`src/rtl/sam_stream_source_if.sv`:
```
// Stream link from the frame source to the SAM input path.
// A beat moves on any rising edge where out_valid && out_ready are both high.
interface sam_stream_source_if #(
    parameter int DATA_W = 32
);
    logic [DATA_W-1:0] out_data;
    logic              out_valid;
    logic              out_ready;
    logic              out_last;

    modport master (
        output out_data,
        output out_valid,
        output out_last,
        input  out_ready
    );

    modport slave (
        input  out_data,
        input  out_valid,
        input  out_last,
        output out_ready
    );
endinterface

```
`src/rtl/sam_stream_source.sv`:
```
// Arithmetic-sequence AXI-Stream frame generator for bring-up and loopback runs.
// Emits num_frames frames of frame_len words (seed + k*step), with optional idle gaps, then pulses done.
module sam_stream_source #(
    parameter int DATA_W = 32,
    parameter int LEN_W  = 16,
    parameter int GAP_W  = 8
) (
    input  logic                clk,
    input  logic                rst,
    input  logic                start_i,
    input  logic [LEN_W-1:0]    frame_len_i,
    input  logic [LEN_W-1:0]    num_frames_i,
    input  logic [DATA_W-1:0]   seed_i,
    input  logic [DATA_W-1:0]   step_i,
    input  logic [GAP_W-1:0]    gap_i,
    sam_stream_source_if.master out_if,
    output logic                busy_o,
    output logic                done_o,
    output logic [LEN_W-1:0]    frames_sent_o,
    output logic [1:0]          state_o
);
    // Stream handshake: out_valid/out_data/out_last are registered and held until the
    // cycle where out_ready is also high; out_valid never depends on out_ready.
    typedef enum logic [1:0] {
        IDLE = 2'd0,
        SEND = 2'd1,
        GAP  = 2'd2
    } state_t;

    state_t             state_q;
    logic [LEN_W-1:0]   len_q;
    logic [LEN_W-1:0]   frames_q;
    logic [DATA_W-1:0]  step_q;
    logic [GAP_W-1:0]   gap_q;
    logic [DATA_W-1:0]  data_q;
    logic [LEN_W-1:0]   beat_q;
    logic [GAP_W-1:0]   gap_cnt_q;
    logic [LEN_W-1:0]   frames_sent_q;
    logic               valid_q;
    logic               last_q;
    logic               busy_q;
    logic               done_q;

    logic [DATA_W-1:0]  data_d;
    logic [LEN_W-1:0]   beat_d;
    logic [LEN_W-1:0]   frames_sent_d;
    logic               single_d;

    always_comb begin
        data_d        = data_q + step_q;
        beat_d        = beat_q + LEN_W'(1);
        frames_sent_d = frames_sent_q + LEN_W'(1);
        single_d      = (len_q == LEN_W'(1));
    end

    always_ff @(posedge clk) begin
        if (rst) begin
            state_q       <= IDLE;
            len_q         <= '0;
            frames_q      <= '0;
            step_q        <= '0;
            gap_q         <= '0;
            data_q        <= '0;
            beat_q        <= '0;
            gap_cnt_q     <= '0;
            frames_sent_q <= '0;
            valid_q       <= 1'b0;
            last_q        <= 1'b0;
            busy_q        <= 1'b0;
            done_q        <= 1'b0;
        end else begin
            done_q <= 1'b0;
            case (state_q)
                IDLE: begin
                    if (start_i) begin
                        frames_sent_q <= '0;
                        if (frame_len_i != '0 && num_frames_i != '0) begin
                            len_q    <= frame_len_i;
                            frames_q <= num_frames_i;
                            step_q   <= step_i;
                            gap_q    <= gap_i;
                            data_q   <= seed_i;
                            beat_q   <= '0;
                            valid_q  <= 1'b1;
                            last_q   <= (frame_len_i == LEN_W'(1));
                            busy_q   <= 1'b1;
                            state_q  <= SEND;
                        end else begin
                            done_q <= 1'b1;
                        end
                    end
                end
                SEND: begin
                    if (valid_q && out_if.out_ready) begin
                        // Word index runs across frames, so data simply keeps stepping.
                        data_q <= data_d;
                        if (last_q) begin
                            frames_sent_q <= frames_sent_d;
                            beat_q        <= '0;
                            if (frames_sent_d == frames_q) begin
                                valid_q <= 1'b0;
                                last_q  <= 1'b0;
                                busy_q  <= 1'b0;
                                done_q  <= 1'b1;
                                state_q <= IDLE;
                            end else if (gap_q == '0) begin
                                last_q <= single_d;
                            end else begin
                                valid_q   <= 1'b0;
                                last_q    <= 1'b0;
                                gap_cnt_q <= gap_q;
                                state_q   <= GAP;
                            end
                        end else begin
                            beat_q <= beat_d;
                            last_q <= (beat_d == len_q - LEN_W'(1));
                        end
                    end
                end
                GAP: begin
                    // Valid rises on the cycle after the counter's final idle cycle.
                    gap_cnt_q <= gap_cnt_q - GAP_W'(1);
                    if (gap_cnt_q == GAP_W'(1)) begin
                        valid_q <= 1'b1;
                        last_q  <= single_d;
                        state_q <= SEND;
                    end
                end
                default: state_q <= IDLE;
            endcase
        end
    end

    assign out_if.out_data  = data_q;
    assign out_if.out_valid = valid_q;
    assign out_if.out_last  = last_q;
    assign busy_o           = busy_q;
    assign done_o           = done_q;
    assign frames_sent_o    = frames_sent_q;
    assign state_o          = state_q;
endmodule

```
`src/flat_wrapper.sv`:
```
// flat-port wrapper written by rule: the top's interface ports become plain ports
module sam_stream_source_flat 
#(
    parameter int DATA_W = 32,
    parameter int LEN_W  = 16,
    parameter int GAP_W  = 8
)
  (clk, rst, start_i, frame_len_i, num_frames_i, seed_i, step_i, gap_i, busy_o, done_o, frames_sent_o, state_o, out_if_out_data, out_if_out_valid, out_if_out_last, out_if_out_ready);
  sam_stream_source_if #(.DATA_W(DATA_W)) out_if_i ();
  input  logic clk;
  input  logic rst;
  input  logic start_i;
  input  logic [LEN_W-1:0] frame_len_i;
  input  logic [LEN_W-1:0] num_frames_i;
  input  logic [DATA_W-1:0] seed_i;
  input  logic [DATA_W-1:0] step_i;
  input  logic [GAP_W-1:0] gap_i;
  output logic busy_o;
  output logic done_o;
  output logic [LEN_W-1:0] frames_sent_o;
  output logic [1:0] state_o;
  output wire logic [$bits(out_if_i.out_data)-1:0] out_if_out_data;
  output wire logic [$bits(out_if_i.out_valid)-1:0] out_if_out_valid;
  output wire logic [$bits(out_if_i.out_last)-1:0] out_if_out_last;
  input wire logic [$bits(out_if_i.out_ready)-1:0] out_if_out_ready;
  assign out_if_out_data = out_if_i.out_data;
  assign out_if_out_valid = out_if_i.out_valid;
  assign out_if_out_last = out_if_i.out_last;
  assign out_if_i.out_ready = out_if_out_ready;
  sam_stream_source #(.DATA_W(DATA_W), .LEN_W(LEN_W), .GAP_W(GAP_W)) u_core (.clk(clk), .rst(rst), .start_i(start_i), .frame_len_i(frame_len_i), .num_frames_i(num_frames_i), .seed_i(seed_i), .step_i(step_i), .gap_i(gap_i), .out_if(out_if_i), .busy_o(busy_o), .done_o(done_o), .frames_sent_o(frames_sent_o), .state_o(state_o));
endmodule
```
`config.mk`:
```
export PLATFORM = sky130hd
export DESIGN_NAME = sam_stream_source_flat
export DESIGN_NICKNAME = d
export VERILOG_FILES = /design/src/rtl/sam_stream_source_if.sv /design/src/rtl/sam_stream_source.sv /design/src/flat_wrapper.sv
export SDC_FILE = /design/constraint.sdc
export NUM_CORES = 1
export LEC_CHECK = 0
export ABC_CLOCK_PERIOD_IN_PS = 3200
export BUFFER_PORTS_ARGS = -buffer_cell sky130_fd_sc_hd__buf_2
export CELL_PAD_IN_SITES_DETAIL_PLACEMENT = 1
export CELL_PAD_IN_SITES_GLOBAL_PLACEMENT = 2
export CORE_MARGIN = 3
export CORE_UTILIZATION = 33
export DETAILED_ROUTE_END_ITERATION = 16
export PLACE_DENSITY_LB_ADDON = 0.12
export SYNTH_ARGS = -nofsm -noshare
export SYNTH_HDL_FRONTEND = slang
export SYNTH_SLANG_ARGS = --single-unit
```
`constraint.sdc`:
```
create_clock -name clk -period 3.2 [get_ports clk]
set_input_delay 0.32 -clock clk [delete_from_list [all_inputs] [get_ports clk]]
set_output_delay 0.32 -clock clk [all_outputs]
set_load 0.02 [all_outputs]
```
==> Flow_metrics.wiki, run 1 <==
{| class="wikitable"
! Metric !! Value
|-
| Run status || finished clean
|-
| Share of cells above drive strength 1 || 0.192
|-
| Vias in the first global route || 9,543
|-
| Relative slew margins || 0.461
|-
| Num CTS Buffers || 17
|-
| Origin of the critical flop-to-flop path || u_core.out_if.out_data[8]$_SDFFE_PP0P_
|-
| Number of enable flip-flop cells after synthesis || 0
|-
| Type of the most critical hold path || primary input to flop
|-
| Clock insertion delay at the later pin of the skew report || 0.44 ns
|-
| Deepest level of the CTS H-tree || 4
|-
| Number of filler cells placed in the layout || 3,391
|-
| Dominant delay contributor by cell family on the critical path || compound AO/OA/AOI/OAI gates
|-
| Total routed wirelength || 31.7 mm
|-
| Global placer's final weighted congestion || 0.813
|-
| Number of buffers added for setup after CTS || 0
|-
| Root buffer cell || sky130_fd_sc_hd__clkbuf_16
|-
| Post-synthesis instance area || 9270 µm²
|-
| Drt pass-1 iters || 4
|-
| Portion of the post-synthesis area used by sequential elements || 0.324
|-
| Worst-case vdd ir drop || 0.000319 V
|-
| Clock slew at reported path FFs || 0.07 ns
|-
| Critical path data arrival time || 3.35 ns
|-
| Syn_area_per_cell || 7.65 µm²
|-
| Routed len/inst || 18.1 µm
|-
| Flop and latch count out of synthesis || 150
|-
| Area of the die || 30,200 µm²
|-
| Worst-path cell with the longest stage delay || sky130_fd_sc_hd__a2111oi_2
|-
| Overall die width || 174 µm
|-
| # hold bufs at CTS || 0
|-
| Number of hold-slack violations in the final timing report || 0
|-
| DRC errors left || 0
|-
| Worst flop-to-flop path endpoint || u_core.out_if.out_data[31]$_SDFFE_PP0P_
|-
| Leading cell types by total area after synthesis || sky130_fd_sc_hd__dfxtp_1 32%, sky130_fd_sc_hd__nand2_1 8.6%, sky130_fd_sc_hd__a21oi_1 8.1%
|-
| Launch point of the critical path || u_core.out_if.out_data[8]$_SDFFE_PP0P_
|-
| Ant diodes || 0
|-
| Pin count of the biggest net entering global routing || 80
|-
| Maximum clock frequency || 334 MHz
|-
| Critical path required time || 3.56 ns
|-
| Ys async rst share || 0
|-
| WP buf/inv || 0
|-
| Via density per instance || 5.24
|-
| Depth of the worst register-to-register path || 10
|-
| Multi-input gate area || 5880 µm²
|-
| Maximum clock insertion buffer count || 2
|-
| GRT overflow || 0
|-
| Synth-to-Final Area Change || 21.6%
|-
| Global-route wire length before repair || 51.2 mm
|-
| Estimated wirelength of the detail-placed design || 23.6 mm
|-
| Die Y || 174 µm
|-
| CORE AREA || 27,300 µm²
|-
| Syn Inst Count || 1,213
|-
| DR vias || 9,185
|-
| Top flip-flop cell by instance count after synthesis || sky130_fd_sc_hd__dfxtp_1
|-
| Reg-to-reg slack, setup || 0.20 ns
|-
| Final standard cell count with taps included and fillers excluded || 1,754
|-
| Worst stage delay on the critical path || 0.39 ns
|-
| Number of instances resized during post-cts repair || 0
|-
| Finished Core Util || 0.414
|-
| Cell Count Post-Placement || 1,722
|-
| All-Layer GR Usage || 0.207
|-
| Leading area contributor after synthesis || sky130_fd_sc_hd__dfxtp_1
|-
| Critical Setup Path Class || flop to flop
|-
| Launch point of the worst hold path || step_i[12]
|-
| Worst clock skew on the final layout || 0.0187 ns
|-
| Cells on Worst Hold Path || 3
|-
| TritonCTS clock tree || done
|-
| Share of the cycle needed by the critical path after routing || 0.937
|-
| Total Negative Setup Slacks || 0 ns
|-
| Buffers added on ports || 161
|-
| Sequential cell area || 3000 µm²
|-
| Max Slew Vio Count || 0
|-
| Setup crit start kind || flop
|-
| Initial antenna violation count || 1
|-
| Setup repair after global routing missed its margin || no
|-
| Clock sink count || 150
|-
| Antenna violation net count after detailed routing || 0
|-
| Initial cell density of the core || 0.340
|-
| FP Rows || 60
|-
| Slew at the pin closest to its max-slew limit || 0.808 ns
|-
| I/O pin cnt || 162
|-
| Top cell type's share of synthesized area || 0.324
|-
| Iteration-0 DRC count of the detailed router || 363
|-
| Final-report setup violation count || 0
|-
| Yosys warns || 0
|-
| Cell variety after synth || 78
|-
| Maximum fanout encountered on the critical timing path || 6
|-
| Number of max-capacitance violations reported || 0
|-
| Hold endpoint || u_core.step_q[12]$_SDFFE_PP0P_
|-
| Critical Path Sink Type || flop
|-
| Layout net count || 1,519
|-
| Pwr/cell area || 643 nW/µm²
|-
| Net count of the mapped netlist || 1,363
|-
| Final min period || 3.00 ns
|-
| Leak || 4.60 nW
|-
| Critical-path cell list || ha_1, a211oi_1, nor2_1, a211oi_1, o211ai_1, a2111oi_2, nor2_1, o311ai_1, mux2_2, a21oi_1
|}
[how the worst max path moves through the flow]
stage | cells after the start | slack, ns | end
6_report | 10 | 0.20 | u_core.out_if.out_data[31]$_SDFFE_PP0P_
5_1_grt | 13 | 0.002 | u_core.out_if.out_data[26]$_SDFFE_PP0P_
4_1_cts | 12 | 0.08 | u_core.out_if.out_data[22]$_SDFFE_PP0P_
3_5_place_dp | 12 | 0.1 | u_core.out_if.out_data[22]$_SDFFE_PP0P_
3_3_place_gp | 12 | 0.21 | u_core.out_if.out_data[22]$_SDFFE_PP0P_
2_1_floorplan | 10 | 0.23 | u_core.out_if.out_data[31]$_SDFFE_PP0P_
[worst reg2reg max path: cells and delay by family, from the launching register on]
kind	cells	cell delay, ns
fa+ha+maj	1	0.37
flops	1	0.33
simple gates	2	0.21
mux	1	0.37
compound gates	6	1.64
[area by class of cell]
| cell class | count | share of cell area |
|---|---|---|
| multi-input combinational | 969 | 0.522 |
| sequential | 150 | 0.266 |
| timing repair buffer | 202 | 0.105 |
| tap | 372 | 0.0413 |
| clock buffer | 20 | 0.0387 |
| clock inverter | 12 | 0.0179 |
| inverter | 29 | 0.00966 |
[sequential cells by signal, summed over array words and instances (netlist names)]
register and cells:
u_core.len_q 16, u_core.out_if.out_data 32, u_core.busy_o 1, u_core.state_o 2, u_core.out_if.out_valid 1, u_core.done_o 1, u_core.step_q 32, u_core.beat_q 16
u_core.out_if.out_last 1, u_core.gap_q 8, u_core.frames_sent_o 16, u_core.gap_cnt_q 8, u_core.frames_q 16
[report_power, final]
part | internal, W | total [W] | switching, W
registers | 0.00211 | 0.00233 | 0.000221
clock network | 0.00139 | 0.00225 | 0.000866
logic | 0.00100 | 0.00267 | 0.00166
total | 0.00450 | 0.00725 | 0.00275
[placed cells by master, fill, tap and decap left out, types with 4 or more instances in the layout]
| master | synthesis | routed |
|---|---|---|
| sky130_fd_sc_hd__o21a_1 | 9 | 9 |
| sky130_fd_sc_hd__and3_1 | 15 | 14 |
| sky130_fd_sc_hd__nor4_1 | 21 | 21 |
| sky130_fd_sc_hd__inv_1 | 29 | 29 |
| sky130_fd_sc_hd__xnor2_1 | 57 | 57 |
| sky130_fd_sc_hd__o21bai_1 | 4 | 4 |
| sky130_fd_sc_hd__a21oi_1 | 150 | 149 |
| sky130_fd_sc_hd__dfxtp_1 | 150 | 150 |
| sky130_fd_sc_hd__nor3_1 | 25 | 25 |
| sky130_fd_sc_hd__a21boi_0 | 4 | 4 |
| sky130_fd_sc_hd__nor2b_1 | 7 | 7 |
| sky130_fd_sc_hd__o211ai_1 | 5 | 5 |
| sky130_fd_sc_hd__clkbuf_16 | 0 | 17 |
| sky130_fd_sc_hd__a21o_1 | 10 | 10 |
| sky130_fd_sc_hd__nor2_1 | 111 | 111 |
| sky130_fd_sc_hd__and3_2 | 3 | 4 |
| sky130_fd_sc_hd__o21ai_1 | 4 | 4 |
| sky130_fd_sc_hd__bufinv_16 | 0 | 5 |
| sky130_fd_sc_hd__or3_1 | 12 | 12 |
| sky130_fd_sc_hd__ha_1 | 41 | 40 |
| sky130_fd_sc_hd__nand4_1 | 13 | 13 |
| sky130_fd_sc_hd__a31oi_1 | 4 | 4 |
| sky130_fd_sc_hd__buf_12 | 0 | 5 |
| sky130_fd_sc_hd__nor3b_1 | 9 | 9 |
| sky130_fd_sc_hd__xor2_1 | 24 | 24 |
| sky130_fd_sc_hd__nand2_1 | 213 | 213 |
| sky130_fd_sc_hd__nand2b_1 | 4 | 4 |
| sky130_fd_sc_hd__mux2i_1 | 23 | 23 |
| sky130_fd_sc_hd__buf_2 | 1 | 160 |
| sky130_fd_sc_hd__a311oi_1 | 5 | 5 |
| sky130_fd_sc_hd__buf_4 | 0 | 37 |
| sky130_fd_sc_hd__a211oi_1 | 34 | 34 |
| sky130_fd_sc_hd__a22oi_1 | 7 | 7 |
| sky130_fd_sc_hd__o21ai_0 | 59 | 58 |
| sky130_fd_sc_hd__nand3_1 | 33 | 32 |
[cells in the mapped netlist, types with 4 or more instances]
cell type                  number
sky130_fd_sc_hd__nand4_1       13
sky130_fd_sc_hd__o21a_1         9
sky130_fd_sc_hd__a21o_1        10
sky130_fd_sc_hd__nor3b_1        9
sky130_fd_sc_hd__nor3_1        25
sky130_fd_sc_hd__mux2i_1       23
sky130_fd_sc_hd__o21ai_0       59
sky130_fd_sc_hd__xor2_1        24
sky130_fd_sc_hd__o211ai_1       5
sky130_fd_sc_hd__xnor2_1       57
sky130_fd_sc_hd__dfxtp_1      150
sky130_fd_sc_hd__o21bai_1       4
sky130_fd_sc_hd__clkbuf_1      54
sky130_fd_sc_hd__a21boi_0       4
sky130_fd_sc_hd__nor4_1        21
sky130_fd_sc_hd__inv_1         29
sky130_fd_sc_hd__a21oi_1      150
sky130_fd_sc_hd__nand2b_1       4
sky130_fd_sc_hd__o21ai_1        4
sky130_fd_sc_hd__a311oi_1       5
sky130_fd_sc_hd__a22oi_1        7
sky130_fd_sc_hd__a211oi_1      34
sky130_fd_sc_hd__ha_1          41
sky130_fd_sc_hd__and3_1        15
sky130_fd_sc_hd__nand3_1       33
sky130_fd_sc_hd__nand2_1      213
sky130_fd_sc_hd__nor2b_1        7
sky130_fd_sc_hd__a31oi_1        4
sky130_fd_sc_hd__or3_1         12
sky130_fd_sc_hd__and2_1         4
sky130_fd_sc_hd__nor2_1       111
[metrics by stage]
step / cell area (µm²) / power, W / worst slack, ns / hold slack (ns)
2_1_floorplan: 9270 / 0.00413 / 0.230 / 0.436
3_3_place_gp: 10600 / 0.00501 / 0.212 / 0.450
3_5_place_dp: 10600 / 0.00506 / 0.0979 / 0.451
4_1_cts: 11300 / 0.00735 / 0.0769 / 0.0961
5_1_grt: 11300 / 0.00772 / 0.00209 / 0.118
6_report: 11300 / 0.00725 / 0.203 / 0.112
[cells by family after synthesis]
kind of cell,after synthesis,share of synthesized area
AND/OR/NAND/NOR,494,0.251
AO/OA/AOI/OAI,328,0.221
flip-flops,150,0.324
buffers and inverters,94,0.0441
XOR/XNOR,81,0.0765
adder cells (fa/ha/maj),42,0.0575
multiplexers,24,0.0260
[layer usage]
metal | vias to the layer above | track usage | routed length (µm)
met5 | - | 0 | 11
met4 | 2 | 0.0426 | 343
met3 | 27 | 0.0329 | 1120
met2 | 153 | 0.377 | 16000
met1 | 4396 | 0.259 | 14300
li1 | 4607 | - | -
Note: power is estimated with default switching activity, not from simulation.
==> run 2: changes to the inputs <==
--- a/config.mk
+++ b/config.mk
@@ -5,14 +5,15 @@
 export SDC_FILE = /design/constraint.sdc
 export NUM_CORES = 1
 export LEC_CHECK = 0
-export ABC_CLOCK_PERIOD_IN_PS = 3200
+export ABC_AREA = 1
 export BUFFER_PORTS_ARGS = -buffer_cell sky130_fd_sc_hd__buf_2
 export CELL_PAD_IN_SITES_DETAIL_PLACEMENT = 1
 export CELL_PAD_IN_SITES_GLOBAL_PLACEMENT = 2
 export CORE_MARGIN = 3
-export CORE_UTILIZATION = 33
+export CORE_UTILIZATION = 31
 export DETAILED_ROUTE_END_ITERATION = 16
 export PLACE_DENSITY_LB_ADDON = 0.12
+export SETUP_SLACK_MARGIN = 0.5
 export SYNTH_ARGS = -nofsm -noshare
 export SYNTH_HDL_FRONTEND = slang
 export SYNTH_SLANG_ARGS = --single-unit
==> run 2 against run 1 <==
  * Clock power decreased by 9%
  * Via count increased by 15%
  * Design area increased by 4.5%
  * Synthesized cell count increased by 29%
  * Routed wire length increased by 13%
  * Clock skew decreased by 0.0033 ns
  * Power increased by 33%
  * Setup slack improved by 0.44 ns
  * First-iteration DRC count increased by 0.55%
  * Non-clock buffer count decreased by 28
  * Sequential power increased by 19%
  * Final cell count increased by 20%
  * Critical endpoint is now u_core.out_if.out_data[20]$_SDFFE_PP0P_
  * Largest power group unchanged
  * Highest routed layer is now met4
==> Flow_metrics.wiki, run 2 <==
{| class="wikitable"
! Metric !! Value
|-
| DR vias || 10,500 (+15%)
|-
| Relative slew margins || 0.321 (-0.140)
|-
| Antenna violation net count after detailed routing || 0 (unchanged)
|-
| Worst-case vdd ir drop || 0.000377 V (+18%)
|-
| Clock slew at reported path FFs || 0.07 ns (about the same)
|-
| Iteration-0 DRC count of the detailed router || 365 (+0.55%)
|-
| Most frequent cells in the layout || 363 x sky130_fd_sc_hd__nand2_1, 192 x sky130_fd_sc_hd__a21oi_1, 189 x sky130_fd_sc_hd__inv_1
|-
| Maximum clock insertion buffer count || 2 (unchanged)
|-
| Syn Inst Count || 1,561 (+29%)
|-
| Sequential Power Share || 0.287 (-0.034)
|-
| Setup repair after global routing missed its margin || yes
|-
| Critical path required time || 3.52 ns (-0.04 ns)
|-
| Max Slew Vio Count || 0 (unchanged)
|-
| Number of max-capacitance violations reported || 0 (unchanged)
|-
| Overall die width || 185 µm (+6.6%)
|-
| Number of buffers added for setup after CTS || 0 (unchanged)
|-
| Deepest level of the CTS H-tree || 4 (unchanged)
|-
| Top cell type's share of synthesized area || 0.302 (-0.0217)
|-
| Number of enable flip-flop cells after synthesis || 0 (unchanged)
|-
| TritonCTS clock tree || done
|-
| Internal Dissipation || 0.00505 W (+12%)
|-
| CORE AREA || 31,100 µm² (+14%)
|-
| Global-route wire length before repair || 56.3 mm (+10%)
|-
| # hold bufs at CTS || 0 (unchanged)
|-
| Clock insertion delay at the later pin of the skew report || 0.44 ns (about the same)
|-
| Root buffer cell || sky130_fd_sc_hd__clkbuf_16
|-
| DRC errors left || 0 (unchanged)
|-
| Layout net count || 1,851 (+22%)
|-
| Total Negative Setup Slacks || 0 ns (unchanged)
|-
| Total routed wirelength || 35.8 mm (+13%)
|-
| Run status || finished clean
|-
| Leading area contributor after synthesis || sky130_fd_sc_hd__dfxtp_1
|-
| Area of the die || 34,300 µm² (+14%)
|-
| Adder and majority gate portion of the synthesized area || 0.0536 (-0.00386)
|-
| Cell variety after synth || 51 (-35%)
|-
| Global placer's final weighted congestion || 0.866 (+6.6%)
|-
| Post-route setup slack || 0.643 ns (+0.440 ns)
|-
| XOR/XNOR share of the synthesized area || 0.0405 (-0.0360)
|-
| Number of filler cells placed in the layout || 4,125 (+22%)
|-
| Setup crit start kind || flop
|-
| Fraction of the mapped netlist area in compound gates || 0.199 (-0.0219)
|-
| Pwr/cell area || 822 nW/µm² (+28%)
|-
| Simple-gate portion of the synthesized area || 0.310 (+0.0592)
|-
| Initial cell density of the core || 0.320 (-0.0204)
|-
| Leading cell types by total area after synthesis || sky130_fd_sc_hd__dfxtp_1 30%, sky130_fd_sc_hd__nand2_1 14%, sky130_fd_sc_hd__a21oi_1 9.8%
|-
| Critical path data arrival time || 2.88 ns (-0.47 ns)
|-
| Commonest non-fill, non-tap cell in the layout || sky130_fd_sc_hd__nand2_1
|-
| Routed len/inst || 17.0 µm (-6.2%)
|-
| Worst clock skew on the final layout || 0.0153 ns (-0.00333 ns)
|-
| Sw Ratio || 0.478 (+0.0987)
|-
| Multiplexer area fraction after synthesis || 0 (-0.0260)
|-
| Global routing met2 resource utilization || 0.389 (+0.0126)
|-
| FP Rows || 64 (+6.7%)
|-
| Syn_area_per_cell || 6.37 µm² (-17%)
|-
| Synth-to-Final Area Change || 18.5%
|-
| Critical Setup Path Class || flop to flop
|-
| Clock sink count || 150 (unchanged)
|-
| Maximum clock frequency || 391 MHz (+17%)
|-
| Share of the cycle needed by the critical path after routing || 0.799 (-0.137)
|-
| Die Y || 185 µm (+6.6%)
|-
| Minimum setup slack after placement || 0.375 ns (+0.277 ns)
|-
| Met3 GRT Util || 0.0281 (-0.00477)
|-
| List of most frequent post-synthesis cells || 364 x sky130_fd_sc_hd__nand2_1, 194 x sky130_fd_sc_hd__a21oi_1, 191 x sky130_fd_sc_hd__inv_1
|-
| Final min period || 2.56 ns (-0.440 ns)
|-
| Post-synthesis instance area || 9940 µm² (+7.2%)
|-
| Vias in the first global route || 10,900 (+14%)
|-
| Portion of the post-synthesis area used by sequential elements || 0.302 (-0.0217)
|-
| Ys async rst share || 0 (unchanged)
|-
| Via density per instance || 5.00 (-4.6%)
|-
| Cell with the most instances after synthesis || sky130_fd_sc_hd__nand2_1
|-
| I/O pin cnt || 162 (unchanged)
|-
| Num CTS Buffers || 17 (unchanged)
|-
| Total power of the final layout || 0.00968 W (+33%)
|-
| Layer with the highest usage after global routing || met2
|-
| Net count of the mapped netlist || 1,711 (+26%)
|-
| Buffers added on ports || 161 (unchanged)
|-
| All-Layer GR Usage || 0.208 (+0.000250)
|-
| Combinational cell fraction of total power || 0.502 (+0.134)
|-
| Clock share of power || 0.211 (-0.100)
|-
| Ant diodes || 0 (unchanged)
|-
| Final-report setup violation count || 0 (unchanged)
|-
| Drt pass-1 iters || 5 (+1)
|-
| Top flip-flop cell by instance count after synthesis || sky130_fd_sc_hd__dfxtp_1
|-
| Critical Path Sink Type || flop
|-
| Pin count of the biggest net entering global routing || 79 (-1.3%)
|-
| Type of the most critical hold path || primary input to flop
|-
| Number of hold-slack violations in the final timing report || 0 (unchanged)
|-
| Flop and latch count out of synthesis || 150 (unchanged)
|-
| Slew at the pin closest to its max-slew limit || 1.02 ns (+0.208 ns)
|-
| Estimated wirelength of the detail-placed design || 27.7 mm (+18%)
|-
| GRT overflow || 0 (unchanged)
|-
| Largest family of logic cells by synthesized area || simple AND/OR/NAND/NOR gates
|-
| Leak || 5.31 nW (+16%)
|-
| Switching power summed over all nets || 0.00463 W (+68%)
|-
| Initial antenna violation count || 0 (-1)
|-
| Maximum fanout encountered on the critical timing path || 3 (-3)
|-
| GR met1 Demand/Resource || 0.244 (-0.0151)
|-
| Yosys warns || 0 (unchanged)
|-
| Share of cells above drive strength 1 || 0.155 (-0.0372)
|}
-- run 2: routing by layer --
metal | wire length, µm | share of wire
met5 | 0 | 0
met2 | 18400 | 0.51
met4 | 861 | 0.024
met3 | 758 | 0.021
met1 | 15800 | 0.44
-- run 2: power groups by stage --
stage	logic [W]	registers, W	clock network [W]
3_3_place_gp	0.00475	0.00282	0
6_report	0.00485	0.00278	0.00205
5_1_grt	0.00552	0.00285	0.00218
3_5_place_dp	0.00484	0.00283	0
2_1_floorplan	0.00321	0.00291	0
4_1_cts	0.00488	0.00279	0.00211
-- run 2: per-stage QoR --
step                std cells  utilization  hold WS, ns  area (µm²)
CTS                      2108        0.378        0.140       11700
global placement         2077        0.360        0.443       11200
global route             2109        0.379        0.153       11800
floorplan                1561            -        0.427        9940
detailed placement       2077        0.360        0.447       11200
finish                   2109        0.379        0.158       11800
-- run 2: final cells by class --
| class | count | area (µm²) | area share |
|---|---|---|---|
| clock buffers | 18 | 429 | 0.0364 |
| inverters | 194 | 734 | 0.0624 |
| repair inverters | 1 | 7.51 | 0.000637 |
| repair buffers | 174 | 941 | 0.0799 |
| clock inverters | 13 | 140 | 0.0119 |
| well taps | 396 | 495 | 0.0421 |
| flip-flops and latches | 150 | 3010 | 0.255 |
| multi-input cells | 1163 | 6020 | 0.511 |
-- run 2: final timing paths --
path / startpoint / endpoint / slack, ns / cells after the start
min reg2reg: u_core.step_q[25]$_SDFFE_PP0P_ / u_core.step_q[25]$_SDFFE_PP0P_ / 0.45 / 2
min: seed_i[3] / u_core.out_if.out_data[3]$_SDFFE_PP0P_ / 0.16 / 3
max reg2reg: u_core.out_if.out_data[0]$_SDFFE_PP0P_ / u_core.out_if.out_data[20]$_SDFFE_PP0P_ / 0.64 / 12
max: u_core.out_if.out_data[0]$_SDFFE_PP0P_ / u_core.out_if.out_data[20]$_SDFFE_PP0P_ / 0.64 / 12
-- run 2: kinds of logic (layout without fill, tap and decap cells) --
family	Yosys count	in the layout
flops	150	150
compound gates	376	376
fa+ha+maj	42	42
buf+inv	248	400
xor+xnor	42	42
simple gates	703	703
-- run 2: worst max-delay path: stages, from the launching register on --
cell                      delay, ns
sky130_fd_sc_hd__dfxtp_1       0.35
sky130_fd_sc_hd__ha_1          0.19
sky130_fd_sc_hd__inv_1         0.07
sky130_fd_sc_hd__fa_1          0.41
sky130_fd_sc_hd__o21ai_2       0.24
sky130_fd_sc_hd__a21oi_1       0.20
sky130_fd_sc_hd__o21ai_1       0.29
sky130_fd_sc_hd__nand2_1       0.08
sky130_fd_sc_hd__nand2_1       0.13
sky130_fd_sc_hd__a21oi_1       0.12
sky130_fd_sc_hd__or2_0         0.21
sky130_fd_sc_hd__nand3_1       0.07
sky130_fd_sc_hd__a21oi_1       0.07
-- run 2: timing repair --
item,4_1_cts,5_1_grt
cloned,0,1
resized for setup,1,10
endpoints found under the setup margin,1,31
pin swaps,0,0
==> run 3: changes to the inputs <==
--- a/config.mk
+++ b/config.mk
@@ -10,7 +10,7 @@
 export CELL_PAD_IN_SITES_DETAIL_PLACEMENT = 1
 export CELL_PAD_IN_SITES_GLOBAL_PLACEMENT = 2
 export CORE_MARGIN = 3
-export CORE_UTILIZATION = 31
+export CORE_UTILIZATION = 28
 export DETAILED_ROUTE_END_ITERATION = 16
 export PLACE_DENSITY_LB_ADDON = 0.12
 export SETUP_SLACK_MARGIN = 0.5
==> constraint.sdc (replaced) <==
create_clock -name clk -period 2.34 [get_ports clk]
set_input_delay 0.234 -clock clk [delete_from_list [all_inputs] [get_ports clk]]
set_output_delay 0.234 -clock clk [all_outputs]
set_load 0.02 [all_outputs]
==> run 3 against run 2 <==
  * Fmax increased by 15%
  * Via count up 7.6%
  * Utilization grew 5.6 points
  * Largest cell class unchanged
  * Final cell count up 9.5%
  * Combinational power rose by 99%
  * Clock skew decreased by 0.0074 ns
  * Flip-flop and latch count unchanged
  * Non-clock buffer count is 140 higher
  * Register-to-register slack lost 0.53 ns
  * Sequential power is 44% higher
  * Hold slack lost 0.11 ns
  * Highest routed layer unchanged
  * Global-route usage shrank 0.17 points
==> Flow_metrics.wiki, run 3 (same netlist as run 2, synthesis figures left out) <==
{| class="wikitable"
! Metric !! Value
|-
| Setup repair after global routing missed its margin || yes
|-
| Total routed wirelength || 41.7 mm (+16%)
|-
| Worst stage delay on the critical path || 0.40 ns (about the same)
|-
| Final-report setup violation count || 0 (unchanged)
|-
| Final min period || 2.23 ns (-0.326 ns)
|-
| Post-route setup slack || 0.109 ns (-0.534 ns)
|-
| Relative slew margins || 0.480 (+0.159)
|-
| Overall die width || 194 µm (+5.1%)
|-
| Critical Path Sink Type || flop
|-
| Vias in the first global route || 11,700 (+7.7%)
|-
| Root buffer cell || sky130_fd_sc_hd__clkbuf_16
|-
| Critical-path cell list || ha_4, nand2_2, a21oi_1, nor2_2, nor2_2, nand3b_4, nor3_2, nand2_1, nor3_4, nand3_4, nand2_8, inv_8, nor2_2, nor2_1
|-
| Share of the cycle needed by the critical path after routing || 0.954 (+0.154)
|-
| Pwr/cell area || 1090 nW/µm² (+33%)
|-
| Sequential Power Share || 0.243 (-0.044)
|-
| Share of cells above drive strength 1 || 0.409 (+0.254)
|-
| Number of max-capacitance violations reported || 0 (unchanged)
|-
| Global placer's final weighted congestion || 0.837 (-3.4%)
|-
| Worst clock skew on the final layout || 0.00799 ns (-0.00735 ns)
|-
| GR met1 Demand/Resource || 0.250 (+0.00543)
|-
| Drt pass-1 iters || 5 (unchanged)
|-
| Deepest level of the CTS H-tree || 4 (unchanged)
|-
| Worst-path cell with the longest stage delay || sky130_fd_sc_hd__dfxtp_4
|-
| DR vias || 11,300 (+7.6%)
|-
| Setup crit start kind || flop
|-
| Maximum fanout encountered on the critical timing path || 7 (+4)
|-
| Die Y || 194 µm (+5.1%)
|-
| TritonCTS clock tree || done
|-
| Maximum clock frequency || 448 MHz (+15%)
|-
| Met3 GRT Util || 0.0274 (-0.000696)
|-
| Slew at the pin closest to its max-slew limit || 0.779 ns (-0.237 ns)
|-
| Cells on Worst Hold Path || 3 (unchanged)
|-
| Pin count of the biggest net entering global routing || 53 (-33%)
|-
| Layout net count || 1,990 (+7.5%)
|-
| Buffers added on ports || 161 (unchanged)
|-
| Minimum setup slack after placement || -0.0603 ns (-0.435 ns)
|-
| Critical Setup Path Class || flop to flop
|-
| GRT overflow || 0 (unchanged)
|-
| Type of the most critical hold path || primary input to flop
|-
| FP Rows || 68 (+6.3%)
|-
| Estimated wirelength of the detail-placed design || 29.9 mm (+7.9%)
|-
| Clock share of power || 0.173 (-0.038)
|-
| Worst-case vdd ir drop || 0.000634 V (+68%)
|-
| Max Slew Vio Count || 0 (unchanged)
|-
| Routed len/inst || 18.1 µm (+6.3%)
|-
| Critical path required time || 2.69 ns (-0.83 ns)
|-
| Antenna violation net count after detailed routing || 0 (unchanged)
|-
| Run status || finished clean
|-
| Internal Dissipation || 0.00889 W (+76%)
|-
| Clock slew at reported path FFs || 0.07 ns (about the same)
|-
| Num CTS Buffers || 17 (unchanged)
|-
| Switching power summed over all nets || 0.00764 W (+65%)
|-
| Global routing met2 resource utilization || 0.385 (-0.00462)
|-
| Via density per instance || 4.91 (-1.7%)
|-
| Depth of the worst register-to-register path || 14 (+2)
|-
| Area of the die || 37,800 µm² (+10%)
|-
| Clock insertion delay at the later pin of the skew report || 0.45 ns (about the same)
|-
| Clock sink count || 150 (unchanged)
|-
| Maximum clock insertion buffer count || 2 (unchanged)
|-
| Cell repeated most along the worst path || sky130_fd_sc_hd__nor2_2
|-
| Number of hold-slack violations in the final timing report || 0 (unchanged)
|-
| Commonest non-fill, non-tap cell in the layout || sky130_fd_sc_hd__nand2_1
|-
| Layer with the highest usage after global routing || met2
|-
| Leak || 6.54 nW (+23%)
|-
| I/O pin cnt || 162 (unchanged)
|-
| Initial cell density of the core || 0.286 (-0.0343)
|-
| Post-route cell area || 15,100 µm² (+28%)
|-
| Critical path data arrival time || 2.58 ns (-0.30 ns)
|-
| Initial antenna violation count || 1 (+1)
|-
| CORE AREA || 34,800 µm² (+12%)
|-
| Synth-to-Final Area Change || 52.2%
|-
| Global-route wire length before repair || 62.7 mm (+11%)
|-
| Iteration-0 DRC count of the detailed router || 311 (-15%)
|-
| All-Layer GR Usage || 0.206 (-0.00174)
|-
| Sw Ratio || 0.462 (-0.0162)
|-
| Most frequent cells in the layout || 292 x sky130_fd_sc_hd__nand2_1, 170 x sky130_fd_sc_hd__inv_1, 161 x sky130_fd_sc_hd__buf_2
|-
| DRC errors left || 0 (unchanged)
|-
| Instance area at placement || 12,000 µm² (+7.7%)
|-
| Combinational cell fraction of total power || 0.584 (+0.082)
|}
==> run 3: path summary, 6_finish.rpt <==
kind	start	to	slack (ns)
setup reg to reg	u_core.frames_sent_o[1]$_SDFFE_PP0P_	u_core.gap_cnt_q[7]$_SDFFE_PP0P_	0.11
setup / recovery	u_core.frames_sent_o[1]$_SDFFE_PP0P_	u_core.gap_cnt_q[7]$_SDFFE_PP0P_	0.11
hold reg to reg	u_core.busy_o$_SDFFE_PP0P_	u_core.busy_o$_SDFFE_PP0P_	0.45
hold / removal	seed_i[0]	u_core.out_if.out_data[0]$_SDFFE_PP0P_	0.05
==> run 3: timing repair <==
item / in CTS / in global routing
gates resized for setup: 217 / 245
hold buffers: 0 / 0
cloned: 0 / 5
buffers inserted: 61 / 28
setup endpoints to repair: 129 / 95
pin swaps: 62 / 97
==> run 3: cell type report <==
class	count	area, µm²
antenna	1	2.50
inverter	194	752
clock inverter	10	92.6
tap	455	569
fill	4318	19700
sequential	150	3140
timing repair buffer	314	2300
clock buffer	22	505
multi-input combinational	1163	7770
==> run 3: through the flow <==
step | total power [W] | std cells | util | hold WS, ns | TNS [ns]
floorplan | 0.00875 | 1561 | - | 0.385 | 0
CTS | 0.0153 | 2275 | 0.398 | 0.0189 | 0
finish | 0.0165 | 2309 | 0.435 | 0.0461 | 0
detailed placement | 0.0114 | 2182 | 0.346 | 0.451 | -0.489
global route | 0.0178 | 2309 | 0.435 | 0.0525 | -0.210
global placement | 0.0113 | 2182 | 0.346 | 0.443 | -0.349
==> run 3: power groups by stage <==
| stage | clock (W) | combinational, W | sequential (W) |
|---|---|---|---|
| finish | 0.00286 | 0.00966 | 0.00401 |
| global route | 0.00306 | 0.0106 | 0.00410 |
| CTS | 0.00295 | 0.00834 | 0.00399 |
| detailed placement | 0 | 0.00742 | 0.00397 |
| global placement | 0 | 0.00734 | 0.00396 |
| floorplan | 0 | 0.00466 | 0.00409 |
==> run 3: routing by layer <==
layer  wire, µm  vias up
met2      22100      132
met3        813       47
met5          0        -
met1      18000     5488
li1           -     5675
met4        739        0
==> run 3: worst max-delay path: cells and delay by family, from the launching register on <==
kind                       cells  cell delay (ns)
and+or+nand+nor               11             1.24
DFF                            1             0.40
AOI/OAI and AO/OA              1             0.23
adders and majority gates      1             0.19
buffers and inverters          1             0.06
